File: src/rtl/fetch_predecode_queue_pkg.sv
// Shared types for the fetch pre-decode queue.
// Instruction word, opcode constants, link-register ids and the PD_SLOT record.
package fetch_predecode_queue_pkg;

  typedef logic [31:0] INST;

  localparam logic [6:0] RV32_BRANCH = 7'b1100011;
  localparam logic [6:0] RV32_JAL    = 7'b1101111;
  localparam logic [6:0] RV32_JALR   = 7'b1100111;

  localparam logic [4:0] RA_X1 = 5'd1;
  localparam logic [4:0] RA_X5 = 5'd5;

  typedef struct packed {
    logic        valid;
    INST         inst;
    logic [31:0] pc;
    logic        cond_branch;
    logic        uncond_branch;
    logic        jump;
    logic        link;
    logic        call;
    logic        ret;
    logic [31:0] target;
  } PD_SLOT;

  function automatic logic is_ra(input logic [4:0] r);
    return (r == RA_X1) || (r == RA_X5);
  endfunction

endpackage

File: src/rtl/fetch_predecode_queue_slot.sv
// Combinational pre-decoder for one fetch slot.
// Ports: valid/inst/pc in, one PD_SLOT record out.
module predecode_slot
  import fetch_predecode_queue_pkg::*;
(
  input  logic        valid,
  input  INST         inst,
  input  logic [31:0] pc,
  output PD_SLOT      slot
);

  logic [6:0]  opc;
  logic [2:0]  f3;
  logic [4:0]  rd;
  logic [4:0]  rs1;
  logic [31:0] b_imm;
  logic [31:0] j_imm;
  logic        is_br;
  logic        is_jal;
  logic        is_jalr;
  logic        is_call;

  assign opc = inst[6:0];
  assign f3  = inst[14:12];
  assign rd  = inst[11:7];
  assign rs1 = inst[19:15];

  assign b_imm = {{19{inst[31]}}, inst[31], inst[7],
                  inst[30:25], inst[11:8], 1'b0};
  assign j_imm = {{11{inst[31]}}, inst[31], inst[19:12],
                  inst[20], inst[30:21], 1'b0};

  // funct3 010/011 are not defined branch encodings
  assign is_br   = valid && (opc == RV32_BRANCH) &&
                   (f3 != 3'b010) && (f3 != 3'b011);
  assign is_jal  = valid && (opc == RV32_JAL);
  assign is_jalr = valid && (opc == RV32_JALR) && (f3 == 3'b000);
  assign is_call = (is_jal || is_jalr) && is_ra(rd);

  always_comb begin
    slot               = '0;
    slot.valid         = valid;
    slot.inst          = inst;
    slot.pc            = pc;
    slot.cond_branch   = is_br;
    slot.uncond_branch = is_jal || is_jalr;
    slot.jump          = is_jal;
    slot.link          = is_jalr;
    slot.call          = is_call;
    slot.ret           = is_jalr && (rd == 5'd0) &&
                         is_ra(rs1) && !is_call;
    unique case (1'b1)
      is_br:   slot.target = pc + b_imm;
      is_jal:  slot.target = pc + j_imm;
      default: slot.target = '0;
    endcase
  end

endmodule

File: src/rtl/fetch_predecode_queue.sv
// Multi-slot pre-decoder with JAL truncation, fetch redirect and bundle FIFO.
// Ports: clock/reset/flush, in_* bundle + in_ready, out_* head + out_ready, redirect_*, count.
module fetch_predecode_queue
  import fetch_predecode_queue_pkg::*;
#(
  parameter int WIDTH = 2,
  parameter int DEPTH = 4
) (
  input  logic                       clock,
  input  logic                       reset,
  input  logic                       flush,
  input  logic [WIDTH-1:0]           in_valid,
  input  INST  [WIDTH-1:0]           in_inst,
  input  logic [31:0]                in_pc,
  output logic                       in_ready,
  output logic                       out_valid,
  input  logic                       out_ready,
  output PD_SLOT [WIDTH-1:0]         out_bundle,
  output logic                       redirect_valid,
  output logic [31:0]                redirect_pc,
  output logic [$clog2(DEPTH+1)-1:0] count
);

  localparam int AW = $clog2(DEPTH);
  localparam int CW = $clog2(DEPTH+1);
  localparam logic [CW-1:0] FULL = CW'(DEPTH);

  PD_SLOT [WIDTH-1:0] dec;
  PD_SLOT [WIDTH-1:0] kept;
  logic               hit;
  logic [31:0]        hit_tgt;

  for (genvar i = 0; i < WIDTH; i++) begin : g_slot
    predecode_slot u_slot (
      .valid (in_valid[i]),
      .inst  (in_inst[i]),
      .pc    (in_pc + 32'(4 * i)),
      .slot  (dec[i])
    );
  end

  // Slots after the first valid JAL are dead: keep inst/pc, drop the rest
  always_comb begin
    kept    = dec;
    hit     = 1'b0;
    hit_tgt = '0;
    for (int i = 0; i < WIDTH; i++) begin
      if (hit) begin
        kept[i]      = '0;
        kept[i].inst = dec[i].inst;
        kept[i].pc   = dec[i].pc;
      end else if (dec[i].jump) begin
        hit     = 1'b1;
        hit_tgt = dec[i].target;
      end
    end
  end

  PD_SLOT [WIDTH-1:0] mem [DEPTH];
  logic [AW-1:0]      head;
  logic [AW-1:0]      tail;
  logic               push;
  logic               pop;

  assign in_ready   = count < FULL;
  assign out_valid  = count != '0;
  assign push       = (|in_valid) && in_ready;
  assign pop        = out_valid && out_ready;
  assign out_bundle = mem[head];

  always_ff @(posedge clock or posedge reset) begin
    if (reset) begin
      head  <= '0;
      tail  <= '0;
      count <= '0;
      for (int i = 0; i < DEPTH; i++) mem[i] <= '0;
    end else if (flush) begin
      head  <= '0;
      tail  <= '0;
      count <= '0;
    end else begin
      if (push) begin
        mem[tail] <= kept;
        tail      <= tail + AW'(1);
      end
      if (pop) head <= head + AW'(1);
      unique case ({push, pop})
        2'b10:   count <= count + CW'(1);
        2'b01:   count <= count - CW'(1);
        default: ;
      endcase
    end
  end

  always_ff @(posedge clock or posedge reset) begin
    if (reset) begin
      redirect_valid <= 1'b0;
      redirect_pc    <= '0;
    end else if (flush) begin
      redirect_valid <= 1'b0;
    end else begin
      redirect_valid <= push && hit;
      if (push && hit) redirect_pc <= hit_tgt;
    end
  end

endmodule
File: config.mk
export PLATFORM = sky130hd
export DESIGN_NAME = fetch_predecode_queue
export DESIGN_NICKNAME = d
export VERILOG_FILES = /design/src/rtl/fetch_predecode_queue_pkg.sv /design/src/rtl/fetch_predecode_queue_slot.sv /design/src/rtl/fetch_predecode_queue.sv
export SDC_FILE = /design/constraint.sdc
export NUM_CORES = 2
export LEC_CHECK = 0
export ABC_AREA = 1
export ABC_CLOCK_PERIOD_IN_PS = 50100
export CAP_MARGIN = 25
export CORE_MARGIN = 4
export CORE_UTILIZATION = 63
export CTS_BUF_LIST = sky130_fd_sc_hd__clkbuf_16
export CTS_CLUSTER_DIAMETER = 150
export DETAILED_ROUTE_END_ITERATION = 16
export PLACE_DENSITY = 0.85
export SLEW_MARGIN = 15
export SYNTH_ARGS = -nofsm -noshare
export SYNTH_HDL_FRONTEND = slang
export SYNTH_SLANG_ARGS = --single-unit
File: constraint.sdc
create_clock -name clock -period 50.1 [get_ports clock]
set_input_delay 5.01 -clock clock [delete_from_list [all_inputs] [get_ports clock]]
set_output_delay 5.01 -clock clock [all_outputs]
set_load 0.01 [all_outputs]
==> run metrics <==
Yosys top cell area share=0.504; unique cell type count in the Yosys netlist=between 40 and 50; DP Cell Count=approximately 6,300; area grow syn2layout=14.9%; number of synthesized flops with an enable pin=0; power density over the cells=52.7 nW/um2; first-pass GRT wire length=approximately 210,000 um; P_sw=between 0.0009 and 0.001 W; post-route insts no fill=6,461; clk root buf=clkbuf_16; GRT overflow=0; Tmin final=between 9000 and 10,000 ps; GRT Overall Usage=0.380; drt drc=0; area of the multi-input gates=between 15,000 and 20,000 um2; DR WL/cell=21.5 um; combinational power share=0.356; crit path max fanout=between 200 and 250; CTS tree=yes; Final Wtd Congestion=roughly 1.0; yosys warns=0; Clock power frac=0.244; Starting Density=0.641; Total Wirelength=~140,000 um; number of max-cap violations=0; Ports=between 300 and 400; initial antenna violation count=14; CP bufs+invs=3; fillers=approximately 5,000; Rows=94; CP Class=reg2out; Synth Area per Inst=7.90 um2; Via Count=around 40,000; Slew headroom=0.125; CTS Hold Bufs=0; post-CTS setup buffers=0; # setup viols final=0; slowest cell on the critical path=dfrtp_4; Die H=about 270 um; Final Skew=between 15 and 20 ps; Slew @ Worst Pin=1310 ps; core area=approximately 66,000 um2; Clock Latency Late Sink=640 ps; Tot Pwr=approximately 0.0026 W; register area share after synthesis=0.504; Vias/cell=between 6 and 7; worst hold path type=reg2reg; CP peak stage delay=900 ps; Arrival @ worst endpoint=a little under 5000 ps; maximum clock path buffer count=3; Final nets=around 5,700; vias in the first global route=about 37,000; DR WL met2=62,200 um; worst-path cell chain=buf_4 -> buf_12 -> o21ai_0 -> o22ai_1 -> clkdlybuf4s50_1; Final period util=0.196; FF+latch area=approximately 21,000 um2; clk sink count=856; Worst Path Required=roughly 45,000 ps; post_cts resized=0; DRT Pass-1 Iters=7; status=completed; die area=71,700 um2; post-DP HPWL=roughly 90,000 um; Max Fclk=roughly 100 MHz; top cells by area, synth=dfrtp_1, nand2_1, o21ai_0; Placement Cell Area=~46,000 um2; IO buf count=roughly 350; internal power=approximately 0.0016 W; DR WL met3=approximately 15,000 um; Synth area leader=dfrtp_1; Setup TNS=0 ps; async set-reset flop share out of synthesis=1.00; Clk pin slew, worst setup/hold paths=around 60 ps; remaining antenna violation count after routing=0; Seq pwr share=0.400; LEAKAGE=approximately 24 nW; largest net degree at the start of global routing=~250; Syn Nets=around 5,600; Non-Filler Cell Area, Final=~50,000 um2; Synth Instances=5,381; Hold Vio Cnt, Final=0; top routing layer in use=met5; #FFs+latches synth=approximately 860; Slew Viols, Final=0; RSZ-0062 raised after global routing=no; CP delay by family, top=buffers and inverters; post-synthesis instance area=42,500 um2; Num CTS Buffers=87; Metal-1 WL=between 50,000 and 60,000 um; layout cells sized above 1=0.0387; switch share=0.365; predominant post-synthesis flop cell=dfrtp_1; H-tree levels=3; worst vdd ir=between 30 and 40 uV; DRT iter0 DRCs=between 5,000 and 6,000; CP Capture Type=output port; Startpoint Class=flop; chip width=between 200 and 300 um
[sequential cells by signal (all words and copies together), names as in the netlist]
register        cells
mem               816
head                2
redirect_pc        32
tail                2
redirect_valid      1
count               3
[logic make-up after synthesis]
kind of cell,count (synthesis),share of synthesized area
compound gates,1472,0.182
xor+xnor,44,0.00907
fa+ha+maj,71,0.0214
buf+inv,698,0.0677
flops,856,0.504
mux,32,0.00754
simple gates,2208,0.209
[per-stage QoR]
stage | hold slack, ps | worst slack (ps) | utilization
final | 474 | 40260 | 0.736
after global routing | 492 | 40240 | 0.736
after CTS | 476 | 40410 | 0.733
after detailed placement | 460 | 40750 | 0.692
after global placement | 457 | 40780 | 0.692
after floorplan | 444 | 21040 | -
[final cells by class]
type,instances,area share
inverter,366,0.0286
antenna,9,0.000461
tap,864,0.0221
sequential,856,0.439
timing repair buffer,383,0.0809
multi-input combinational,3827,0.374
clock inverter,67,0.00966
clock buffer,89,0.0456
[Yosys cell counts, types with 7 or more instances]
master and number:
nand2_1 1427, o21ai_0 998, dfrtp_1 856, nor2_1 520, inv_1 356, clkbuf_1 210, o22ai_1 196, nand3_1 156
o21ai_1 147, buf_2 96, a21oi_1 91, ha_1 68, xor2_1 39, mux2i_1 32, o21bai_1 16, nor3_1 15
buf_6 13, nand3_2 13, nand4_1 13, or2_2 13, and2_1 10, buf_4 10, inv_2 10, nand3b_1 9
nor4_1 9, o21a_1 7
[path summary, 6_finish.rpt]
check                         start             end  slack, ps  depth (start not counted)
min in group asynchronous     reset        mem[290]       4960                          2
setup / recovery            head[0]  out_bundle[35]      40260                          5
setup reg to reg           count[2]        mem[565]      46570                          7
hold / removal             mem[452]        mem[452]        470                          2
hold reg to reg            mem[452]        mem[452]        470                          2
max in group asynchronous     reset        mem[334]      42370                          7
[cells in the final DEF, fill, tap and decap left out, drive strengths merged, types with 9 or more instances in the layout]
cell	synthesis	final
nor2	527	527
nand4	13	13
diode	0	9
clkdlybuf4s50	0	345
buf	122	38
or2	14	14
o21ai	1145	1145
nand3b	9	9
dfrtp	856	856
clkbuf	210	89
and2	10	10
nor4	9	9
o22ai	196	196
a21oi	93	93
o21bai	16	16
clkinv	0	39
nand2	1433	1433
nor3	21	21
ha	68	68
xor2	39	39
nand3	169	169
inv	366	387
mux2i	32	32
[power groups by stage]
stage          clock network, W  registers (W)  logic (W)
2_1_floorplan                 0        0.00100   0.000525
3_3_place_gp                  0        0.00102   0.000869
3_5_place_dp                  0        0.00103   0.000890
4_1_cts                0.000627        0.00102   0.000902
5_1_grt                0.000657        0.00105   0.000997
6_report               0.000627        0.00103   0.000915
[routing by layer]
metal | up-vias | GRT usage
li1 | 18000 | -
met1 | 19100 | 0.529
met2 | 2459 | 0.577
met3 | 401 | 0.0776
met4 | 4 | 0.186
met5 | - | 0
[worst min-delay path, stage by stage (launching register included)]
cell and delay, ps:
dfrtp_1 330, nand2_1 50, nand2_1 50
Note: power is estimated with default switching activity, not from simulation.
